File: config.mk
export PLATFORM = sky130hd
export DESIGN_NAME = mem_arbiter_fsm_flat
export DESIGN_NICKNAME = d
export VERILOG_FILES = /design/src/rtl/mem_arbiter_if.sv /design/src/rtl/mem_arbiter_fsm.sv /design/src/flat_wrapper.sv
export SDC_FILE = /design/constraint.sdc
export NUM_CORES = 1
export LEC_CHECK = 0
export BUFFER_PORTS_ARGS = -buffer_cell sky130_fd_sc_hd__buf_4
export CAP_MARGIN = 20
export CORE_MARGIN = 3
export CORE_UTILIZATION = 43
export CTS_CLUSTER_DIAMETER = 30
export DETAILED_ROUTE_END_ITERATION = 10
export GPL_TIMING_DRIVEN = 0
export PLACE_DENSITY_LB_ADDON = 0.1
export SYNTH_ARGS = -nofsm -noshare
export SYNTH_HDL_FRONTEND = slang
export SYNTH_SLANG_ARGS = --single-unit
export TNS_END_PERCENT = 20
File: constraint.sdc
create_clock -name clk -period 1.6 [get_ports clk]
set_input_delay 0.32 -clock clk [delete_from_list [all_inputs] [get_ports clk]]
set_output_delay 0.32 -clock clk [all_outputs]
set_load 0.1 [all_outputs]
File: src/rtl/mem_arbiter_if.sv
// mem_arbiter_if: request, memory and fill bundle for mem_arbiter_fsm.
// crit_valid exists only when CRITICAL_WORD_FIRST_EN is defined.
interface mem_arbiter_if #(
   parameter int LINE_WORDS = 8,
   parameter int ADDR_W     = 16
);
   localparam int WW = $clog2(LINE_WORDS);
   logic              i_miss;
   logic [ADDR_W-1:0] i_miss_addr;
   logic              d_miss;
   logic [ADDR_W-1:0] d_miss_addr;
   logic              d_wr_req;
   logic [ADDR_W-1:0] d_wr_addr;
   logic [15:0]       d_wr_data;
   logic              mem_en;
   logic              mem_wr;
   logic [ADDR_W-1:0] mem_addr;
   logic [15:0]       mem_wdata;
   logic              mem_rvalid;
   logic [15:0]       mem_rdata;
   logic [15:0]       fill_data;
   logic [WW-1:0]     fill_word;
   logic              i_fill_we;
   logic              d_fill_we;
   logic              i_tag_we;
   logic              d_tag_we;
   logic              d_wr_ack;
   logic              stall;
`ifdef CRITICAL_WORD_FIRST_EN
   logic              crit_valid;
`endif
   modport master (
      input  i_miss, i_miss_addr, d_miss, d_miss_addr, d_wr_req, d_wr_addr, d_wr_data,
      input  mem_rvalid, mem_rdata,
`ifdef CRITICAL_WORD_FIRST_EN
      output crit_valid,
`endif
      output mem_en, mem_wr, mem_addr, mem_wdata, fill_data, fill_word,
      output i_fill_we, d_fill_we, i_tag_we, d_tag_we, d_wr_ack, stall
   );
   modport slave (
      output i_miss, i_miss_addr, d_miss, d_miss_addr, d_wr_req, d_wr_addr, d_wr_data,
      output mem_rvalid, mem_rdata,
`ifdef CRITICAL_WORD_FIRST_EN
      input  crit_valid,
`endif
      input  mem_en, mem_wr, mem_addr, mem_wdata, fill_data, fill_word,
      input  i_fill_we, d_fill_we, i_tag_we, d_tag_we, d_wr_ack, stall
   );
endinterface

File: src/rtl/mem_arbiter_fsm.sv
// mem_arbiter_fsm: shares one pipelined memory port between I/D line fills and D write-through.
// Define CRITICAL_WORD_FIRST_EN to fetch the missed word first and emit crit_valid.
module mem_arbiter_fsm #(
   parameter int LINE_WORDS = 8,
   parameter int ADDR_W     = 16
) (
   input logic           clk,
   input logic           rst,
   mem_arbiter_if.master bus_io
);
   localparam int WW    = $clog2(LINE_WORDS);
   localparam int OFF_W = WW + 1;
   typedef enum logic [1:0] {IDLE, FILL_ISSUE, FILL_DRAIN, WRITE} state_e;
   state_e            state_q;
   logic [WW-1:0]     issue_cnt_q, recv_cnt_q;
   logic              sel_i_q, sel_d_q;
   logic [ADDR_W-1:0] base_q, mem_addr_q;
   logic [15:0]       mem_wdata_q;
   logic              mem_en_q, mem_wr_q, d_wr_ack_q;
   logic [ADDR_W-1:0] miss_addr_d, base_d;
   logic [WW-1:0]     first_d, next_d, word_d;
   logic              filling, ret, last, fill_go;
`ifdef CRITICAL_WORD_FIRST_EN
   logic [WW-1:0]     start_q;
`endif
   function automatic logic [ADDR_W-1:0] word_addr(input logic [ADDR_W-1:0] b, input logic [WW-1:0] w);
      return b + {{(ADDR_W-OFF_W){1'b0}}, w, 1'b0};
   endfunction
   always_comb begin
      miss_addr_d = bus_io.d_miss ? bus_io.d_miss_addr : bus_io.i_miss_addr;
      base_d      = miss_addr_d & ({ADDR_W{1'b1}} << OFF_W);
      fill_go     = bus_io.d_miss | (bus_io.i_miss & ~bus_io.d_wr_req);
      filling     = (state_q == FILL_ISSUE) | (state_q == FILL_DRAIN);
      ret         = filling & bus_io.mem_rvalid;
      last        = ret & (&recv_cnt_q);
`ifdef CRITICAL_WORD_FIRST_EN
      first_d     = miss_addr_d[OFF_W-1:1];
      next_d      = start_q + issue_cnt_q + WW'(1);
      word_d      = start_q + recv_cnt_q;
`else
      first_d     = '0;
      next_d      = issue_cnt_q + WW'(1);
      word_d      = recv_cnt_q;
`endif
   end
   always_ff @(posedge clk) begin
      if (rst) begin
         state_q     <= IDLE;
         issue_cnt_q <= '0;
         recv_cnt_q  <= '0;
         sel_i_q     <= 1'b0;
         sel_d_q     <= 1'b0;
         base_q      <= '0;
         mem_en_q    <= 1'b0;
         mem_wr_q    <= 1'b0;
         mem_addr_q  <= '0;
         mem_wdata_q <= '0;
         d_wr_ack_q  <= 1'b0;
`ifdef CRITICAL_WORD_FIRST_EN
         start_q     <= '0;
`endif
      end else begin
         mem_en_q    <= 1'b0;
         mem_wr_q    <= 1'b0;
         mem_addr_q  <= '0;
         mem_wdata_q <= '0;
         d_wr_ack_q  <= 1'b0;
         if (ret) recv_cnt_q <= recv_cnt_q + WW'(1);
         case (state_q)
            IDLE: begin
               issue_cnt_q <= '0;
               recv_cnt_q  <= '0;
               sel_d_q     <= bus_io.d_miss;
               sel_i_q     <= fill_go & ~bus_io.d_miss;
               // memory outputs are registered, so the first access is launched from the decision cycle
               if (fill_go) begin
                  state_q    <= FILL_ISSUE;
                  base_q     <= base_d;
                  mem_en_q   <= 1'b1;
                  mem_addr_q <= word_addr(base_d, first_d);
`ifdef CRITICAL_WORD_FIRST_EN
                  start_q    <= first_d;
`endif
               end else if (bus_io.d_wr_req) begin
                  state_q     <= WRITE;
                  mem_en_q    <= 1'b1;
                  mem_wr_q    <= 1'b1;
                  mem_addr_q  <= bus_io.d_wr_addr;
                  mem_wdata_q <= bus_io.d_wr_data;
                  d_wr_ack_q  <= 1'b1;
               end
            end
            FILL_ISSUE: begin
               if (&issue_cnt_q) begin
                  state_q <= last ? IDLE : FILL_DRAIN;
               end else begin
                  issue_cnt_q <= issue_cnt_q + WW'(1);
                  mem_en_q    <= 1'b1;
                  mem_addr_q  <= word_addr(base_q, next_d);
               end
            end
            FILL_DRAIN: state_q <= last ? IDLE : FILL_DRAIN;
            default:    state_q <= IDLE;
         endcase
      end
   end
   assign bus_io.mem_en    = mem_en_q;
   assign bus_io.mem_wr    = mem_wr_q;
   assign bus_io.mem_addr  = mem_addr_q;
   assign bus_io.mem_wdata = mem_wdata_q;
   assign bus_io.d_wr_ack  = d_wr_ack_q;
   assign bus_io.fill_data = ret ? bus_io.mem_rdata : 16'h0;
   assign bus_io.fill_word = ret ? word_d : '0;
   assign bus_io.i_fill_we = ret & sel_i_q;
   assign bus_io.d_fill_we = ret & sel_d_q;
   assign bus_io.i_tag_we  = last & sel_i_q;
   assign bus_io.d_tag_we  = last & sel_d_q;
   assign bus_io.stall     = bus_io.i_miss | bus_io.d_miss | bus_io.d_wr_req | (state_q != IDLE);
`ifdef CRITICAL_WORD_FIRST_EN
   assign bus_io.crit_valid = ret & (recv_cnt_q == '0);
`endif
endmodule
File: src/flat_wrapper.sv
// flat-port wrapper written by rule: the top's interface ports become plain ports
module mem_arbiter_fsm_flat 
#(
   parameter int LINE_WORDS = 8,
   parameter int ADDR_W     = 16
)
  (clk, rst, bus_io_i_miss, bus_io_i_miss_addr, bus_io_d_miss, bus_io_d_miss_addr, bus_io_d_wr_req, bus_io_d_wr_addr, bus_io_d_wr_data, bus_io_mem_rvalid, bus_io_mem_rdata, bus_io_mem_en, bus_io_mem_wr, bus_io_mem_addr, bus_io_mem_wdata, bus_io_fill_data, bus_io_fill_word, bus_io_i_fill_we, bus_io_d_fill_we, bus_io_i_tag_we, bus_io_d_tag_we, bus_io_d_wr_ack, bus_io_stall);
  mem_arbiter_if #(.LINE_WORDS(LINE_WORDS), .ADDR_W(ADDR_W)) bus_io_i ();
  input logic clk;
  input logic rst;
  input wire logic [$bits(bus_io_i.i_miss)-1:0] bus_io_i_miss;
  input wire logic [$bits(bus_io_i.i_miss_addr)-1:0] bus_io_i_miss_addr;
  input wire logic [$bits(bus_io_i.d_miss)-1:0] bus_io_d_miss;
  input wire logic [$bits(bus_io_i.d_miss_addr)-1:0] bus_io_d_miss_addr;
  input wire logic [$bits(bus_io_i.d_wr_req)-1:0] bus_io_d_wr_req;
  input wire logic [$bits(bus_io_i.d_wr_addr)-1:0] bus_io_d_wr_addr;
  input wire logic [$bits(bus_io_i.d_wr_data)-1:0] bus_io_d_wr_data;
  input wire logic [$bits(bus_io_i.mem_rvalid)-1:0] bus_io_mem_rvalid;
  input wire logic [$bits(bus_io_i.mem_rdata)-1:0] bus_io_mem_rdata;
  output wire logic [$bits(bus_io_i.mem_en)-1:0] bus_io_mem_en;
  output wire logic [$bits(bus_io_i.mem_wr)-1:0] bus_io_mem_wr;
  output wire logic [$bits(bus_io_i.mem_addr)-1:0] bus_io_mem_addr;
  output wire logic [$bits(bus_io_i.mem_wdata)-1:0] bus_io_mem_wdata;
  output wire logic [$bits(bus_io_i.fill_data)-1:0] bus_io_fill_data;
  output wire logic [$bits(bus_io_i.fill_word)-1:0] bus_io_fill_word;
  output wire logic [$bits(bus_io_i.i_fill_we)-1:0] bus_io_i_fill_we;
  output wire logic [$bits(bus_io_i.d_fill_we)-1:0] bus_io_d_fill_we;
  output wire logic [$bits(bus_io_i.i_tag_we)-1:0] bus_io_i_tag_we;
  output wire logic [$bits(bus_io_i.d_tag_we)-1:0] bus_io_d_tag_we;
  output wire logic [$bits(bus_io_i.d_wr_ack)-1:0] bus_io_d_wr_ack;
  output wire logic [$bits(bus_io_i.stall)-1:0] bus_io_stall;
  assign bus_io_i.i_miss = bus_io_i_miss;
  assign bus_io_i.i_miss_addr = bus_io_i_miss_addr;
  assign bus_io_i.d_miss = bus_io_d_miss;
  assign bus_io_i.d_miss_addr = bus_io_d_miss_addr;
  assign bus_io_i.d_wr_req = bus_io_d_wr_req;
  assign bus_io_i.d_wr_addr = bus_io_d_wr_addr;
  assign bus_io_i.d_wr_data = bus_io_d_wr_data;
  assign bus_io_i.mem_rvalid = bus_io_mem_rvalid;
  assign bus_io_i.mem_rdata = bus_io_mem_rdata;
  assign bus_io_mem_en = bus_io_i.mem_en;
  assign bus_io_mem_wr = bus_io_i.mem_wr;
  assign bus_io_mem_addr = bus_io_i.mem_addr;
  assign bus_io_mem_wdata = bus_io_i.mem_wdata;
  assign bus_io_fill_data = bus_io_i.fill_data;
  assign bus_io_fill_word = bus_io_i.fill_word;
  assign bus_io_i_fill_we = bus_io_i.i_fill_we;
  assign bus_io_d_fill_we = bus_io_i.d_fill_we;
  assign bus_io_i_tag_we = bus_io_i.i_tag_we;
  assign bus_io_d_tag_we = bus_io_i.d_tag_we;
  assign bus_io_d_wr_ack = bus_io_i.d_wr_ack;
  assign bus_io_stall = bus_io_i.stall;
  mem_arbiter_fsm #(.LINE_WORDS(LINE_WORDS), .ADDR_W(ADDR_W)) u_core (.clk(clk), .rst(rst), .bus_io(bus_io_i));
endmodule
==> flow_metrics.tcl, run 1 <==
set metrics [dict create \
    status "finished, violations left" \
    violations "negative setup slack" \
    synth_flop_cell "dfxtp_1" \
    htree_levels 2 \
    hold_viol_final 0 \
    numCtsBuffers 5 \
    grt_max_degree 19 \
    synth_largest_area_cell "dfxtp_1" \
    die_width_microns 81.2 \
    syn_to_final_growth_pct 75.2 \
    final_nets 489 \
    synth_top_area_share_pct 46.1 \
    synth-xor-area-share_pct 0.360 \
    grt_overflow 0 \
    start_kind "flop" \
    clock_sinks 56 \
    fin_cells 466 \
    ys_seq_area_share_pct 46.1 \
    crit_path_top_delay_cell "dfxtp_2" \
    drt-total-wl_microns 8160 \
    die_h_microns 81.2 \
    cts_tree "built" \
    yosysWarnings 0 \
    p_sw_mw 3.37 \
    slew_viol_final 0 \
    via_per_inst 5.33 \
    root_buffer "clkbuf_8" \
    power.share.clock_pct 15.4 \
    place.gp.congestion 0.735 \
    grt_pass1_vias 2420 \
    synth_common_cells "dfxtp_1 (56), and3_1 (38), a22oi_1 (27), inv_1 (17), o22ai_1 (12)" \
    tightest_slew_ns 0.617 \
    p_leak_nw 1.94 \
    ir_worst_vdd_mv 1.15 \
    synth_cell_types 32 \
    layout-drive-gt1-share_pct 55.1 \
    clk_path_buf_depth 2 \
    fin_crit_sh_pct 118 \
    final_core_util_pct 80.4 \
    max_freq_mhz 529 \
    cp.required_ns 1.28 \
    core_sq_mm 0.00530 \
    dp_slack_ns -0.199 \
    cts_hold_buf 0 \
    ys_async_sr_fraction_pct 0 \
    synthAdderAreaFrac_pct 4.11 \
    syn-cell-area_sq_mm 0.00243 \
    rsz0062_at_grt "true" \
    path_class "flop to output port" \
    synth_edf_count 0 \
    antenna_left 0 \
    synth_most_common_cell "dfxtp_1" \
    crit_chain "inv_4 > ha_4 > and3_4 > and2_4 > buf_12" \
    path_max_fanout 7 \
    synth_fp_nets 338 \
    dp.cells 450 \
    powerDensity_mw_per_mm2 1690 \
    max_stage_delay_ns 0.36 \
    p_sw_share_pct 46.7 \
    drv_cap 0 \
    startpoint "u_core.state_q[1]" \
    min_from "bus_io_d_wr_data[4]" \
    synth_compound_area_share_pct 22.8 \
    drt_iter0_drc 103 \
    rows 26 \
    internal_power_mw 3.85 \
    grt_antenna_before_repair 0 \
    ys_ff_latch 56 \
    cp-end-kind "output port" \
    hpwlAfterDp_microns 5280 \
    max_slew_margin_pct 58.9 \
    groute.usage.overall_pct 24.0 \
    p_comb_share_pct 60.6 \
    antenna_cells 0 \
    fin_skew_ns 0.0100 \
    sequentialPowerShare_pct 24.1 \
    setup_viol 29 \
    synth_top_family_by_area "compound AO/OA/AOI/OAI gates" \
    worstSkewPairLatency_ns 0.31 \
    muxShareOfSynthArea_pct 1.65 \
    min_path_type "input pin to flop" \
    syn_inst 244 \
    finalWorstSetupSlack_ns -0.290 \
    cp_data_arrival_time_ns 1.57 \
    period_minus_slack_ns 1.89 \
    drt_first_pass_iters 4 \
    io_buffers 136 \
    clkTransAtPathRegs_ns 0.11 \
    synth-simple-area-share_pct 17.3 \
    dieArea_sq_mm 0.00660 \
    grt_pass1_wl_microns 12100 \
    r2r-start "u_core.state_q[1]" \
    initial_core_util_pct 45.9 \
    drc_errors 0 \
    synth.avg_cell_area_sq_um 9.97 \
    post_drt_wl_per_cell_microns 17.5 \
    synth_area_leaders "dfxtp_1 (46%), and3_1 (9.8%), a22oi_1 (8.3%)" \
    num_io_pins 145 \
    dr_total_vias 2484 \
]
==> per-stage QoR <==
stage	power (mW)	TNS [ns]	instance area [sq um]	hold WS (ns)
2_1_floorplan	4.44	-2.14	2500	0.453
3_3_place_gp	5.19	-3.41	3610	0.465
3_5_place_dp	5.23	-3.69	3610	0.469
4_1_cts	7.00	-5.65	4190	0.230
5_1_grt	7.45	-7.79	4260	0.220
6_report	7.22	-6.39	4260	0.230
==> sequential cells by signal, indices dropped and copies added (netlist names) <==
register,cells
u_core.issue_cnt_q,3
u_core.sel_d_q,1
u_core.state_q,2
u_core.bus_io.mem_addr,16
u_core.bus_io.mem_wr,1
u_core.sel_i_q,1
u_core.recv_cnt_q,3
u_core.base_q,12
u_core.bus_io.mem_wdata,16
u_core.bus_io.mem_en,1
==> cell type report <==
type,count,area (sq um)
tap,70,87.6
inverter,17,66.3
clock buffer,5,68.8
sequential,56,1120
buffer,22,154
clock inverter,3,68.8
multi-input combinational,149,1300
fill,328,1040
timing repair buffer,144,1390
==> logic make-up (layout without fill, tap and decap cells) <==
group           Yosys count  after routing
fa+ha+maj                 8              8
simple gates             71             71
xor+xnor                  1              1
buf+inv                  39            191
compound gates           65             65
mux                       4              4
flops                    56             56
==> routing by layer <==
| layer | share of wire [%] | global-route usage, % | routed length [microns] |
|---|---|---|---|
| met5 | 0 | 0 | 0 |
| met4 | 1.8 | 6.76 | 146 |
| met3 | 7.5 | 4.88 | 611 |
| met2 | 52 | 43.9 | 4260 |
| met1 | 38 | 28.1 | 3140 |
==> worst max-delay path, delay by kind of cell (launching register included) <==
kind,cells,cell delay (ns)
flip-flops,1,0.36
AND/OR/NAND/NOR,2,0.35
adder cells (fa/ha/maj),1,0.34
buffers and inverters,2,0.21
==> cell usage in the layout, fill, tap and decap left out, types with 3 or more instances in the layout <==
master    instances
a22oi_2           3
buf_8             4
mux2i_1           4
nor2_1            7
buf_4           119
dfxtp_1          54
nor3_1            3
buf_2             7
o32ai_2          11
clkbuf_8          5
nor2b_1           6
buf_6             6
inv_1            15
a21oi_1           5
and3_4           21
o21ai_0           4
and3_1           17
a22oi_1          24
nand2_1           6
buf_12           23
clkbuf_1          5
ha_1              6
o22ai_1          12
==> worst paths after layout <==
path	slack, ns	cells past startpoint	endpoint
worst min register to register	0.49	2	u_core.base_q[4]
worst max register to register	-0.03	8	u_core.bus_io.mem_addr[9]
worst max-delay path	-0.29	5	bus_io_d_tag_we
worst min-delay path	0.23	2	u_core.bus_io.mem_wdata[4]
==> what timing repair did <==
item                                    CTS  global route
endpoints found under the setup margin   37            52
pin swaps                                15             7
setup buffers                             3             3
gates cloned                              2             0
resized for setup                        99            16
==> power groups by stage <==
stage	combinational [mW]	clock, mW	sequential, mW
global route	4.53	1.17	1.75
global placement	3.43	0	1.76
CTS	4.15	1.12	1.73
detailed placement	3.47	0	1.76
finish	4.37	1.11	1.74
floorplan	1.85	0	2.59
Power figures use the tool's default switching activity.
==> run 2, diff against run 1 <==
ABC_AREA = 1   (was not set)
CORE_UTILIZATION = 44   (was 43)
CTS_CLUSTER_DIAMETER = not set   (was 30)
PLACE_DENSITY = 0.81   (was not set)
PLACE_DENSITY_LB_ADDON = not set   (was 0.1)
==> flow_metrics.tcl, run 2 <==
set metrics [dict create \
    ir_worst_vdd_mv 0.951 \
    drv_cap 0 \
    final_common_cell "buf_4" \
    die_width_microns 81.8 \
    mostFrequentLayoutCells "buf_4 (119), nand2_1 (82), inv_1 (54)" \
    cp.required_ns 1.28 \
    synth_common_cells "nand2_1 (83), nor2_1 (67), inv_1 (57), dfxtp_1 (56), nand3_1 (29)" \
    whs_path_depth 3 \
    ys_ff_latch 56 \
    synth_edf_count 0 \
    core_sq_mm 0.00534 \
    ys_seq_area_share_pct 44.4 \
    critical_path_cell_count 6 \
    synth_most_common_cell "nand2_1" \
    hold_viol_final 0 \
    rsz0062_at_grt "true" \
    drt-total-wl_microns 9420 \
    final_core_util_pct 82.3 \
    grt_antenna_before_repair 0 \
    max_stage_delay_ns 0.36 \
    max_slew_margin_pct 63.5 \
    rr_worst_depth 6 \
    cp_top_family "buffers and inverters" \
    grt_max_degree 19 \
    min_path_type "input pin to flop" \
    r2r-start "u_core.issue_cnt_q[0]" \
    final_nets 610 \
    crit_path_top_delay_cell "dfxtp_2" \
    fin_crit_sh_pct 121 \
    stdcell_area_sq_mm 0.00439 \
    htree_levels 2 \
    cp-end-kind "output port" \
    synth_area_leaders "dfxtp_1 (44%), nand2_1 (12%), nor2_1 (10%)" \
    root_buffer "clkbuf_8" \
    hpwlAfterDp_microns 5930 \
    status "finished, violations left" \
    worst-path-buf-inv 3 \
    synth_flop_cell "dfxtp_1" \
    layout-drive-gt1-share_pct 40.0 \
    dieArea_sq_mm 0.00669 \
    cp_data_arrival_time_ns 1.62 \
    cts_hold_buf 0 \
    drc_errors 0 \
    cts_tree "built" \
    post_drt_wl_per_cell_microns 16.1 \
    synth.avg_cell_area_sq_um 6.87 \
    num_io_pins 145 \
    initial_core_util_pct 47.4 \
    drt_iter0_drc 289 \
    numCtsBuffers 5 \
    dr_total_vias 3002 \
    yosysWarnings 0 \
    path_class "flop to output port" \
    drt_first_pass_iters 5 \
    antenna_cells 0 \
    rr_endpoint "u_core.issue_cnt_q[0]" \
    ys_async_sr_fraction_pct 0 \
    syn_to_final_growth_pct 73.8 \
    rrSetupSlack_ns -0.01 \
    min_from "bus_io_d_wr_data[2]" \
    syn_inst 368 \
    worstSkewPairLatency_ns 0.32 \
    synth_largest_area_cell "dfxtp_1" \
    timing.hold.ws_ns 0.207 \
    setup_viol 26 \
    grt_pass1_wl_microns 14000 \
    violations "negative setup slack" \
    synth_cell_types 21 \
    max_freq_mhz 516 \
    fin_skew_ns 0.0116 \
    antenna_left 0 \
    clk_path_buf_depth 2 \
    placed_area_sq_mm 0.00386 \
    via_per_inst 5.11 \
    groute.usage.overall_pct 27.6 \
    start_kind "flop" \
    finalWorstSetupSlack_ns -0.337 \
    crit_chain "inv_2 > ha_4 > nand2_8 > clkbuf_16 > nor2_4 > buf_12" \
    slew_viol_final 0 \
    tightest_slew_ns 0.548 \
    period_minus_slack_ns 1.94 \
    path_max_fanout 8 \
    clkTransAtPathRegs_ns 0.11 \
    die_h_microns 81.8 \
    rows 26 \
    place.gp.congestion 0.858 \
    powerDensity_mw_per_mm2 1600 \
    syn-cell-area_sq_mm 0.00253 \
    grt_overflow 0 \
    grt_pass1_vias 2950 \
    synth_top_area_share_pct 44.4 \
    io_buffers 134 \
    clock_sinks 56 \
    synth_fp_nets 462 \
    p_leak_nw 2.21 \
    holdPathEnd "u_core.bus_io.mem_wdata[2]" \
]
-- run 2: cell types whose count changed after synthesis, moves of 7 or more --
cell / change
a21oi_1: +22
o22ai_1: -11
nor2b_1: -7
inv_1: +40
and3_1: -38
o32ai_2: -11
nor2_1: +60
a22oi_1: -27
nand3_1: +29
nand2_1: +77
-- run 2: how the worst max path moves through the flow --
stage | startpoint | end | slack (ns)
6_report | u_core.state_q[1] | bus_io_fill_word[2] | -0.34
5_1_grt | u_core.state_q[1] | bus_io_fill_data[15] | -0.40
4_1_cts | u_core.state_q[1] | bus_io_fill_data[15] | -0.30
3_5_place_dp | u_core.state_q[0] | bus_io_d_fill_we | -0.12
3_3_place_gp | u_core.state_q[0] | bus_io_d_fill_we | -0.1
2_1_floorplan | u_core.state_q[0] | bus_io_d_tag_we | -0.26
-- run 2: layout make-up --
type | count | area [sq um]
Buffer | 18 | 165
Tap cell | 70 | 87.6
Multi-Input combinational cell | 236 | 1310
Timing Repair Buffer | 141 | 1370
Fill cell | 339 | 942
Inverter | 58 | 218
Clock buffer | 5 | 68.8
Clock inverter | 3 | 46.3
Sequential cell | 56 | 1130
-- run 2: repair_timing --
action	CTS	global route
pin swaps	5	4
cloned	2	0
endpoints found under the setup margin	29	35
buffers inserted	3	2
gates resized for setup	79	10
-- run 2: logic make-up after synthesis --
kind of cell | share of synthesized area (%)
simple gates | 30.5
buf+inv | 13.1
flops | 44.4
compound gates | 8.12
fa+ha+maj | 3.96
-- run 2: where the power goes --
| group | switching [mW] | internal (mW) |
|---|---|---|
| combinational | 2.95 | 1.39 |
| sequential | 0.109 | 1.63 |
| clock | 0.493 | 0.476 |
| total | 3.55 | 3.49 |
-- run 2: metrics by stage --
stage / instances / total power [mW] / setup WS [ns] / TNS [ns]
2_1_floorplan: 368 / 4.57 / -0.257 / -3.93
3_3_place_gp: 572 / 5.29 / -0.0988 / -1.55
3_5_place_dp: 572 / 5.33 / -0.115 / -1.95
4_1_cts: 585 / 6.80 / -0.301 / -6.47
5_1_grt: 587 / 7.28 / -0.400 / -8.44
6_report: 587 / 7.04 / -0.337 / -7.08
-- run 2: layer usage --
layer | up-vias | global-route usage (%) | part of all wire (%)
li1 | 1420 | - | -
met3 | 26 | 3.73 | 8.6
met4 | 0 | 13.6 | 3.1
met1 | 1359 | 30.1 | 33
met5 | - | 0 | 0
met2 | 197 | 51.7 | 55
-- run 2: worst register-to-register path, stage by stage, from the launching register on --
cell      delay [ns]
dfxtp_2         0.36
ha_1            0.24
ha_1            0.21
clkbuf_4        0.20
nor2_2          0.16
inv_1           0.10
o31ai_1         0.25
